## src/rtl/mod_updown_counter.sv

```systemverilog
// mod_updown_counter: modulo-END_COUNT up/down counter with synchronous clear and load,
// wrap or saturate at the limits, a cascade carry and registered status pulses.
//
// Ports:
//   clk          clock, all state changes on the rising edge
//   reset        synchronous, active-low reset
//   enable_i     count enable (cascade input)
//   up_down_i    direction, 1 = up, 0 = down
//   clear_i      synchronous clear to 0
//   load_i       synchronous load of load_val_i
//   load_val_i   value to load; out-of-range values load END_COUNT-1
//   count_o      current count (registered)
//   tc_o         terminal count for the current direction (combinational)
//   carry_out_o  tc_o & enable_i, drives the next stage's enable_i
//   wrap_o       one-cycle pulse after a wrap
//   sat_o        high while held at a limit (SATURATE = 1 only)
//   load_err_o   one-cycle pulse after an out-of-range load
module mod_updown_counter #(
   parameter int unsigned END_COUNT = 10,
   parameter bit          SATURATE  = 1'b0,
   localparam int unsigned W = (END_COUNT > 2) ? $clog2(END_COUNT) : 1
) (
   input  logic         clk,
   input  logic         reset,
   input  logic         enable_i,
   input  logic         up_down_i,
   input  logic         clear_i,
   input  logic         load_i,
   input  logic [W-1:0] load_val_i,
   output logic [W-1:0] count_o,
   output logic         tc_o,
   output logic         carry_out_o,
   output logic         wrap_o,
   output logic         sat_o,
   output logic         load_err_o
);

   localparam logic [W-1:0] MaxVal = W'(END_COUNT - 1);
   localparam logic [W-1:0] Zero   = '0;
   localparam logic [W-1:0] One    = W'(1);

   logic [W-1:0] count_q, count_d;
   logic         wrap_q, wrap_d;
   logic         sat_q, sat_d;
   logic         load_err_q, load_err_d;

   always_comb begin
      count_d    = count_q;
      wrap_d     = 1'b0;
      sat_d      = sat_q;
      load_err_d = 1'b0;
      if (clear_i) begin
         count_d = Zero;
         sat_d   = 1'b0;
      end else if (load_i) begin
         sat_d = 1'b0;
         if (load_val_i > MaxVal) begin
            count_d    = MaxVal;
            load_err_d = 1'b1;
         end else begin
            count_d = load_val_i;
         end
      end else if (enable_i) begin
         if (up_down_i) begin
            if (count_q == MaxVal) begin
               if (SATURATE) begin
                  sat_d = 1'b1;
               end else begin
                  count_d = Zero;
                  wrap_d  = 1'b1;
               end
            end else begin
               count_d = count_q + One;
               sat_d   = 1'b0;
            end
         end else begin
            if (count_q == Zero) begin
               if (SATURATE) begin
                  sat_d = 1'b1;
               end else begin
                  count_d = MaxVal;
                  wrap_d  = 1'b1;
               end
            end else begin
               count_d = count_q - One;
               sat_d   = 1'b0;
            end
         end
      end
   end

   always_ff @(posedge clk) begin
      if (!reset) begin
         count_q    <= Zero;
         wrap_q     <= 1'b0;
         sat_q      <= 1'b0;
         load_err_q <= 1'b0;
      end else begin
         count_q    <= count_d;
         wrap_q     <= wrap_d;
         sat_q      <= sat_d;
         load_err_q <= load_err_d;
      end
   end

   // Terminal count follows the live direction so a turnaround at a limit is seen at once.
   always_comb begin
      tc_o        = up_down_i ? (count_q == MaxVal) : (count_q == Zero);
      carry_out_o = tc_o & enable_i;
   end

   assign count_o    = count_q;
   assign wrap_o     = wrap_q;
   assign sat_o      = sat_q;
   assign load_err_o = load_err_q;

endmodule

```

## config.mk

```make
export PLATFORM = sky130hd
export DESIGN_NAME = mod_updown_counter
export DESIGN_NICKNAME = d
export VERILOG_FILES = /design/src/rtl/mod_updown_counter.sv
export SDC_FILE = /design/constraint.sdc
export NUM_CORES = 1
export LEC_CHECK = 0
export ABC_AREA = 1
export CAP_MARGIN = 25
export CORE_AREA = 2 2 39 41
export CTS_BUF_LIST = sky130_fd_sc_hd__clkbuf_2
export DETAILED_ROUTE_END_ITERATION = 8
export DIE_AREA = 0 0 41 43
export PLACE_DENSITY = 0.73
export RECOVER_POWER = 50
export SETUP_SLACK_MARGIN = 0.1
export SLEW_MARGIN = 15
export SYNTH_ARGS = -nofsm -noshare
export SYNTH_HDL_FRONTEND = slang
export SYNTH_SLANG_ARGS = --single-unit
```

## constraint.sdc

```tcl
create_clock -name clk -period 1.3 [get_ports clk]
set_clock_uncertainty 0.15 [all_clocks]
set_input_delay 0.39 -clock clk [delete_from_list [all_inputs] [get_ports clk]]
set_output_delay 0.39 -clock clk [all_outputs]
set_load 0.01 [all_outputs]
```

==> results_dict.tcl <==
set metrics [dict create \
    syn_nets 80 \
    ys_ff_latch 6 \
    crit_family "flip-flops" \
    worstPathCellList "inv_2, nand2_2, nor2_4, nor2_4, a21oi_4, nand2_2, inv_2, buf_6" \
    cts_max_level 1 \
    portBuffers 17 \
    die_area_um2 1763 \
    max_stage_delay_ns 0.36 \
    via_count 656 \
    maxSlewViolCount 0 \
    syn_inst 70 \
    drive_gt1_share_pct 65.55 \
    maxCapViolations 0 \
    cp.required_ns 0.76 \
    nFillCells 97 \
    drt_pass1_iterations 4 \
    fin_cells 135 \
    critPathBufInv 3 \
    yosys.area.top_type "dfxtp_1" \
    fin_nets 130 \
    hp-class "in2reg" \
    numCtsBuffers 3 \
    final_area_um2 1026 \
    yosysSeqAreaShare_pct 26.52 \
    fin_crit_sh_pct 134.4 \
    placed_cells 120 \
    status "finished with violations" \
    grt.met2_usage_pct 37.19 \
    area_growth_syn_to_layout_pct 126.5 \
    avgRoutedWirePerCell_um 12.38 \
    violations "setup timing" \
    yosysUniqueCellTypes 25 \
    io_pins 19 \
    drc 0 \
    timing.fmax_ghz 0.5722 \
    clk_path_buf_depth 2 \
    fin_crit_ns 1.748 \
    gr-total-overflow 0 \
    wl_um 1671 \
    seqCellArea_um2 136.4 \
    leakage_nw 0.4915 \
    initial_utilization_pct 32.73 \
    powerDensity_nw_per_um2 621.6 \
    die_w_um 41 \
    critPathArrivalTime_ns 1.21 \
    placed_area_um2 795.8 \
    multi_input_area_um2 370.4 \
    gr-usage-met1_pct 23.79 \
    clkTransAtPathRegs_ns 0.07 \
    cp_max_fo 3 \
    peakVddDrop_uv 516.4 \
    fin_ws_ns -0.4477 \
    grt_pass1_wl_um 2601 \
    crit_path_start_kind "flop" \
    drt_iter0_drc 11 \
    crit_type "reg2out" \
    power.total_w 0.0006377 \
    grt_start_max_net_pins 8 \
    die_h_um 43 \
    clockRootBuffer "clkbuf_2" \
    rows 14 \
    drt-vias-per-instance 4.859 \
    synth-warning-count 0 \
    cts.sinks 6 \
    hold_violations 0 \
    ctsHoldBuffers 0 \
    synth_area_um2 452.9 \
    antennaDiodeCount 0 \
    setup_viol 10 \
    synth_area_leaders "dfxtp_1 (27%), nand2_1 (15%), inv_1 (5.8%), a21oi_1 (5.5%), nor2_1 (5.0%)" \
    grt_pass1_vias 635 \
    dp_hpwl_um 970.8 \
    cts_tree "done" \
    grt-busiest-layer "met2" \
    syn_area_per_cell_um2 6.470 \
    finish.utilization_pct 74.14 \
    coreArea_um2 1384 \
    grt_use_total_pct 21.39 \
    synth_top_area_share_pct 26.52 \
    rsz0062_at_grt "true" \
    cpMaxStageDelayCell "dfxtp_4" \
    met3_usage_pct 2.618 \
    gp_congestion 0.7131 \
    setup.worst_path.end_class "output port" \
    grt_antenna_before_repair 0 \
    ant_nets 0 \
    dpl_worst_slack_ns -1.089 \
    clock_latency_ns 0.23 \
]
-- stage by stage --
step	hold slack, ns	TNS [ns]
after CTS	0.4107	-1.619
after global routing	0.4567	-2.924
after detailed placement	0.4760	-5.670
final	0.4256	-2.338
after floorplan	0.3094	-0.2035
after global placement	0.4720	-5.544
-- state kept, by name, indices dropped and copies added (netlist names) --
register    cells
load_err_o      1
wrap_o          1
count_o         4
-- metal layers --
layer  vias to the layer above  wire (um)
li1                        325          -
met1                       312        680
met2                        17        935
met3                         2         47
met4                         0          8
met5                         -          0
-- cells in the mapped netlist (all sizes together) --
master	instances
dfxtp	6
nand3	4
buf	1
o21ai	4
a31oi	2
nor2	9
o211ai	1
nand4	1
nor3	1
a21oi	7
clkinv	1
conb	1
inv	9
bufinv	1
nor4	1
xor2	1
o31ai	1
nand2	19
-- cells by family (layout without fill, tap and decap cells) --
logic type | after synthesis | in the layout | synth area share (%)
simple gates | 35 | 35 | 37.02
other cells | 1 | 1 | 0.8279
flops | 6 | 6 | 26.52
compound gates | 15 | 15 | 19.89
xor+xnor | 1 | 1 | 1.934
buf+inv | 12 | 61 | 13.81
-- final timing paths --
path / startpoint / endpoint / slack, ns / cells after the start
max: count_o[1] / carry_out_o / -0.45 / 8
min: load_val_i[3] / load_err_o / 0.43 / 3
max reg2reg: count_o[1] / count_o[1] / -0.30 / 12
min reg2reg: count_o[3] / count_o[3] / 0.49 / 3
-- worst reg2reg max path: stages (launching register included) --
cell	delay, ns
dfxtp_4	0.36
buf_4	0.13
buf_6	0.10
buf_6	0.11
buf_6	0.12
nand2_4	0.08
inv_4	0.04
nor2_4	0.07
nor2_1	0.05
o21ai_1	0.07
nand2_1	0.09
nand2_2	0.07
a21oi_2	0.04
-- final cells by class --
type / count / share of cell area (%)
Timing Repair Buffer: 46 / 40.85
Multi-Input combinational cell: 52 / 36.10
Clock buffer: 4 / 1.951
Sequential cell: 6 / 13.29
Inverter: 11 / 5.854
Tap cell: 16 / 1.951
-- layout by cell type (no fill, tap or decap), types with 3 or more instances in the layout --
cell type and instances:
a21oi_2 3, clkdlybuf4s15_1 3, nand2_2 3, buf_6 16, nand2_1 13, clkbuf_2 4
a21oi_1 3, nor2_4 6, nor2_1 3, dlygate4sd2_1 5, dfxtp_4 4, inv_2 7
nand2_4 3, buf_4 20
-- what timing repair did --
item	in CTS	in global routing
cloned	0	0
endpoints found under the hold margin	0	0
pin swaps	19	14
setup endpoints to repair	14	13
buffers inserted	8	4
gates resized for setup	77	16
-- where the power goes --
| group | internal [W] | leakage, nW | switching, W |
|---|---|---|---|
| sequential | 0.000188 | 0.0523 | 0.0000104 |
| clock | 0.0000817 | 0.0166 | 0.0000764 |
| combinational | 0.000153 | 0.423 | 0.000129 |
| total | 0.000422 | 0.491 | 0.000216 |
(Power assumes the default switching activity.)
